### src/rtl/soc_sim_pkg.sv
`default_nettype none
// ============================================================================
// Module   : soc_sim_pkg
// Purpose  : Shared types and constants for the RV32I test-run controller.
//            Contents:
//            - run_state_t : controller state encoding
//            - EXIT_PASS   : tohost value that signals a passing hart
//            - hart_w()    : width of a hart index (at least one bit)
// Revision : 1.0 - initial release
// ============================================================================
package soc_sim_pkg;

  typedef enum logic [2:0] {
    HOLD    = 3'd0,
    RUN     = 3'd1,
    PASS    = 3'd2,
    FAIL    = 3'd3,
    TIMEOUT = 3'd4
  } run_state_t;

  // riscv-tests convention: tohost==1 is a pass; any other odd value
  // carries a failure code in bits [31:1]; even values are syscalls.
  localparam int EXIT_PASS = 1;

  function automatic int hart_w(input int n);
    return (n <= 1) ? 1 : $clog2(n);
  endfunction

endpackage
`default_nettype wire

### src/rtl/test_run_controller_tohost_monitor.sv
`default_nettype none
// ============================================================================
// Module   : tohost_monitor
// Purpose  : Per-hart tohost store decoder with a sticky done flag.
// Ports    : i_clk, i_rst_n       clock, async active-low reset
//            i_clr                synchronous clear of the done flag
//            i_en                 snooping enable (controller in RUN)
//            i_st_en/addr/data    one store from the hart
//            o_pass_hit           store of EXIT_PASS to tohost this cycle
//            o_fail_hit           odd, non-pass store to tohost this cycle
//            o_fail_code          store data >> 1
//            o_done               hart has reported a pass
// Revision : 1.0 - initial release
// ============================================================================
module tohost_monitor
  import soc_sim_pkg::*;
#(
  parameter int                ADDR_W      = 32,
  parameter int                DATA_W      = 32,
  parameter logic [ADDR_W-1:0] TOHOST_ADDR = 'h1000
) (
  input  logic              i_clk,
  input  logic              i_rst_n,
  input  logic              i_clr,
  input  logic              i_en,
  input  logic              i_st_en,
  input  logic [ADDR_W-1:0] i_st_addr,
  input  logic [DATA_W-1:0] i_st_data,
  output logic              o_pass_hit,
  output logic              o_fail_hit,
  output logic [DATA_W-2:0] o_fail_code,
  output logic              o_done
);

  logic w_hit;
  logic w_is_exit_pass;
  logic r_done;

  assign w_hit          = i_en & i_st_en & (i_st_addr == TOHOST_ADDR);
  assign w_is_exit_pass = (i_st_data == DATA_W'(EXIT_PASS));
  assign o_pass_hit     = w_hit & w_is_exit_pass;
  assign o_fail_hit     = w_hit & i_st_data[0] & ~w_is_exit_pass;
  assign o_fail_code    = i_st_data[DATA_W-1:1];
  assign o_done         = r_done;

  // Clear has priority so a restart discards a same-cycle pass.
  always_ff @(posedge i_clk or negedge i_rst_n) begin
    if (!i_rst_n) begin
      r_done <= 1'b0;
    end else if (i_clr) begin
      r_done <= 1'b0;
    end else if (o_pass_hit) begin
      r_done <= 1'b1;
    end
  end

endmodule
`default_nettype wire

### config.mk
export PLATFORM = sky130hd
export DESIGN_NAME = tohost_monitor
export DESIGN_NICKNAME = d
export VERILOG_FILES = /design/src/rtl/soc_sim_pkg.sv /design/src/rtl/test_run_controller_tohost_monitor.sv
export SDC_FILE = /design/constraint.sdc
export NUM_CORES = 1
export LEC_CHECK = 0
export BUFFER_PORTS_ARGS = -buffer_cell sky130_fd_sc_hd__buf_2
export CORE_MARGIN = 8
export CORE_UTILIZATION = 27
export DETAILED_ROUTE_END_ITERATION = 8
export PLACE_DENSITY = 0.92
export SYNTH_ARGS = -nofsm -noshare
export SYNTH_HDL_FRONTEND = slang
export SYNTH_SLANG_ARGS = --single-unit
### constraint.sdc
create_clock -name i_clk -period 2.4 [get_ports i_clk]
set_clock_uncertainty 0.15 [all_clocks]
set_input_delay 0.48 -clock i_clk [delete_from_list [all_inputs] [get_ports i_clk]]
set_output_delay 0.48 -clock i_clk [all_outputs]
set_load 0.03 [all_outputs]
==> summary.md <==
| Metric | Value |
|---|---|
| Worst Setup Start Kind | `input port` |
| Slew Limit Headroom | `0.7909` |
| Clock Pin Slew Worst Setup and Hold Paths | `0 ns` |
| Total power | `~0.18 mW` |
| First-pass GRT wire length | `between 3000 and 4000 µm` |
| Final wirelength | `2199 µm` |
| VDD IR max | `around 0.00009 V` |
| # setup viols final | `0` |
| Status | `completed` |
| Count leader, synth | `buf_4` |
| Worst r2r src | `o_done` |
| Final slew viol count | `0` |
| Synth area leaders | `buf_4, nor4_2, nor4b_2, nor4_1, dfrtp_1` |
| Vias in the first global route | `736` |
| Post-layout nets | `~200` |
| Routed len/inst | `13.92 µm` |
| Clk Latency, worst-skew pair | `0 ns` |
| Syn Area/Cell | `8.612 µm²` |
| Largest area contributor in the netlist | `buf_4` |
| Final estimated routing congestion in global placement | `0.7189` |
| Initial core utilization | `0.2746` |
| Final hold vios | `0` |
| Switching Fraction | `0.5404` |
| Grt met3 use | `0.06022` |
| Area grow syn2layout | `61.50%` |
| Placement Rows | `16` |
| Top_reg_cell synth | `dfrtp_1` |
| Post-layout min period | `2.210 ns` |
| DP HPWL | `about 2100 µm` |
| Peak Freq | `452.5 MHz` |
| RSZ-0062 raised after global routing | `false` |
| R2r endpoint | `o_done` |
| Max-Cap Viols | `0` |
| Initial antenna violation count | `0` |
| #FFs+latches synth | `1` |
| Core area | `between 1500 and 2000 µm²` |
| Antenna-violating nets left | `0` |
| Post-cts hold buffer count | `0` |
| Global route hottest layer | `met2` |
| Synth top area share | `0.4504` |
| Synth warn | `0` |
| Grt ovf | `0` |
| DP Worst Slack | `0.1264 ns` |
| Clock share of power | `0` |
| Met2 Use GR | `0.1969` |
| Register area share after synthesis | `0.04843` |
| Async set-or-reset flop fraction in the synthesized netlist | `1.000` |
| Final setup TNS | `0 ns` |
| Area of the mapped netlist | `516.7 µm²` |
| GR Layer Usage met1 | `0.09080` |
| Die height | `59.75 µm` |
| Largest net degree at the start of global routing | `4` |
| Iteration-0 DRC Markers | `18` |
| Final Cycle Share | `0.9208` |
| PortBufs | `102` |
| WS Path Type | `input port to output port` |
| Critical path arrival | `about 1.6 ns` |
| Final Worst Setup Slack | `0.1901 ns` |
| Post-synth top cells | `buf_4, nor4_1, nor4_2` |
| Critical Path RT | `1.77 ns` |
| Leakage | `0.4688 nW` |
| PD cells | `211.4 nW/µm²` |
| Setup Fix Bufs, Post-CTS | `0` |
| Seq pwr share | `0.097` |
| DRC | `0` |
| FF-to-FF setup slack | `1.54 ns` |
| Least-Margin Pin Slew | `between 0.3 and 0.4 ns` |
| Layout cells sized above 1 | `0.8855` |
| Comb pwr share | `0.903` |
| Worst r2r path cells | `1` |
| ANT cells | `0` |
| IO Pins | `between 100 and 150` |
| Die Width | `~60 µm` |
| Syn_nets | `129` |
| Synth Instances | `60` |
| Hold Crit Class | `input port to async pin` |
| CP Capture Type | `output port` |
| CP Max Fanout | `3` |
| Die Area | `3569 µm²` |
| Gr usage total | `0.1008` |
| PostCTS Resize Cnt | `0` |
| DR vias | `697` |
| Net load switching power | `0.09536 mW` |
| Post-DR vias/cell | `roughly 4.4` |
| Post-synth EDFFs | `0` |
| Internal Power | `0.08109 mW` |
| Netlist cell types | `16` |
| Max FFs per register | `1` |
| Drt pass-1 iters | `2` |
## routing by layer
layer	routed length [µm]	up-vias
met2	1083	56
met1	687	301
li1	-	340
met5	0	-
met4	0	0
met3	429	0
## through the flow
stage,area [µm²],utilization,cells,hold slack (ns)
6_report,834.6,0.4435,158,0.1069
5_1_grt,834.6,0.4435,158,0.1116
4_1_cts,828.3,0.4402,158,0.1085
3_5_place_dp,828.3,0.4402,158,0.1095
3_3_place_gp,828.3,0.4402,158,0.1040
2_1_floorplan,516.7,-,60,0.03441
## final cells by class
class | count | area (µm²)
fill | 215 | 1047
tap | 27 | 33.78
multi-input combinational | 27 | 261.5
sequential | 1 | 25.02
timing repair buffer | 102 | 510.5
inverter | 1 | 3.754
## power by group through the flow
stage / clock [mW] / sequential, mW / combinational (mW)
after floorplan: 0 / 0.0172 / 0.106
final: 0 / 0.0172 / 0.159
after detailed placement: 0 / 0.0172 / 0.160
after global placement: 0 / 0.0172 / 0.157
after CTS: 0 / 0.0172 / 0.160
after global routing: 0 / 0.0172 / 0.170
## critical path, stage by stage
cell     delay [ns]
buf_2          0.10
nor4_2         0.25
nand3_1        0.12
nor3_2         0.22
nor3b_2        0.18
buf_2          0.22
## logic make-up (layout without fill, tap and decap cells)
kind of cell,after synthesis,after routing,synth area share
buffers and inverters,32,103,0.4576
flip-flops,1,1,0.04842
AND/OR/NAND/NOR,25,25,0.4576
AO/OA/AOI/OAI,2,2,0.03632
## worst max-delay path by stage
stage	from	end	slack, ns	cells past startpoint
5_1_grt	i_st_addr[21]	o_pass_hit	0.01	6
2_1_floorplan	i_st_addr[16]	o_pass_hit	0.27	4
6_report	i_st_addr[21]	o_pass_hit	0.19	6
3_3_place_gp	i_st_addr[6]	o_pass_hit	0.12	6
4_1_cts	i_st_addr[6]	o_pass_hit	0.13	6
3_5_place_dp	i_st_addr[6]	o_pass_hit	0.13	6
## layout by cell type, fill, tap and decap left out, drive strengths merged
master  count
buf       102
nor4       12
nor4b       4
nand4       3
nor3        2
nor2        1
nand2       1
nand3       1
nor3b       1
o211a       1
inv         1
a22o        1
dfrtp       1
Note: power is estimated with default switching activity, not from simulation.
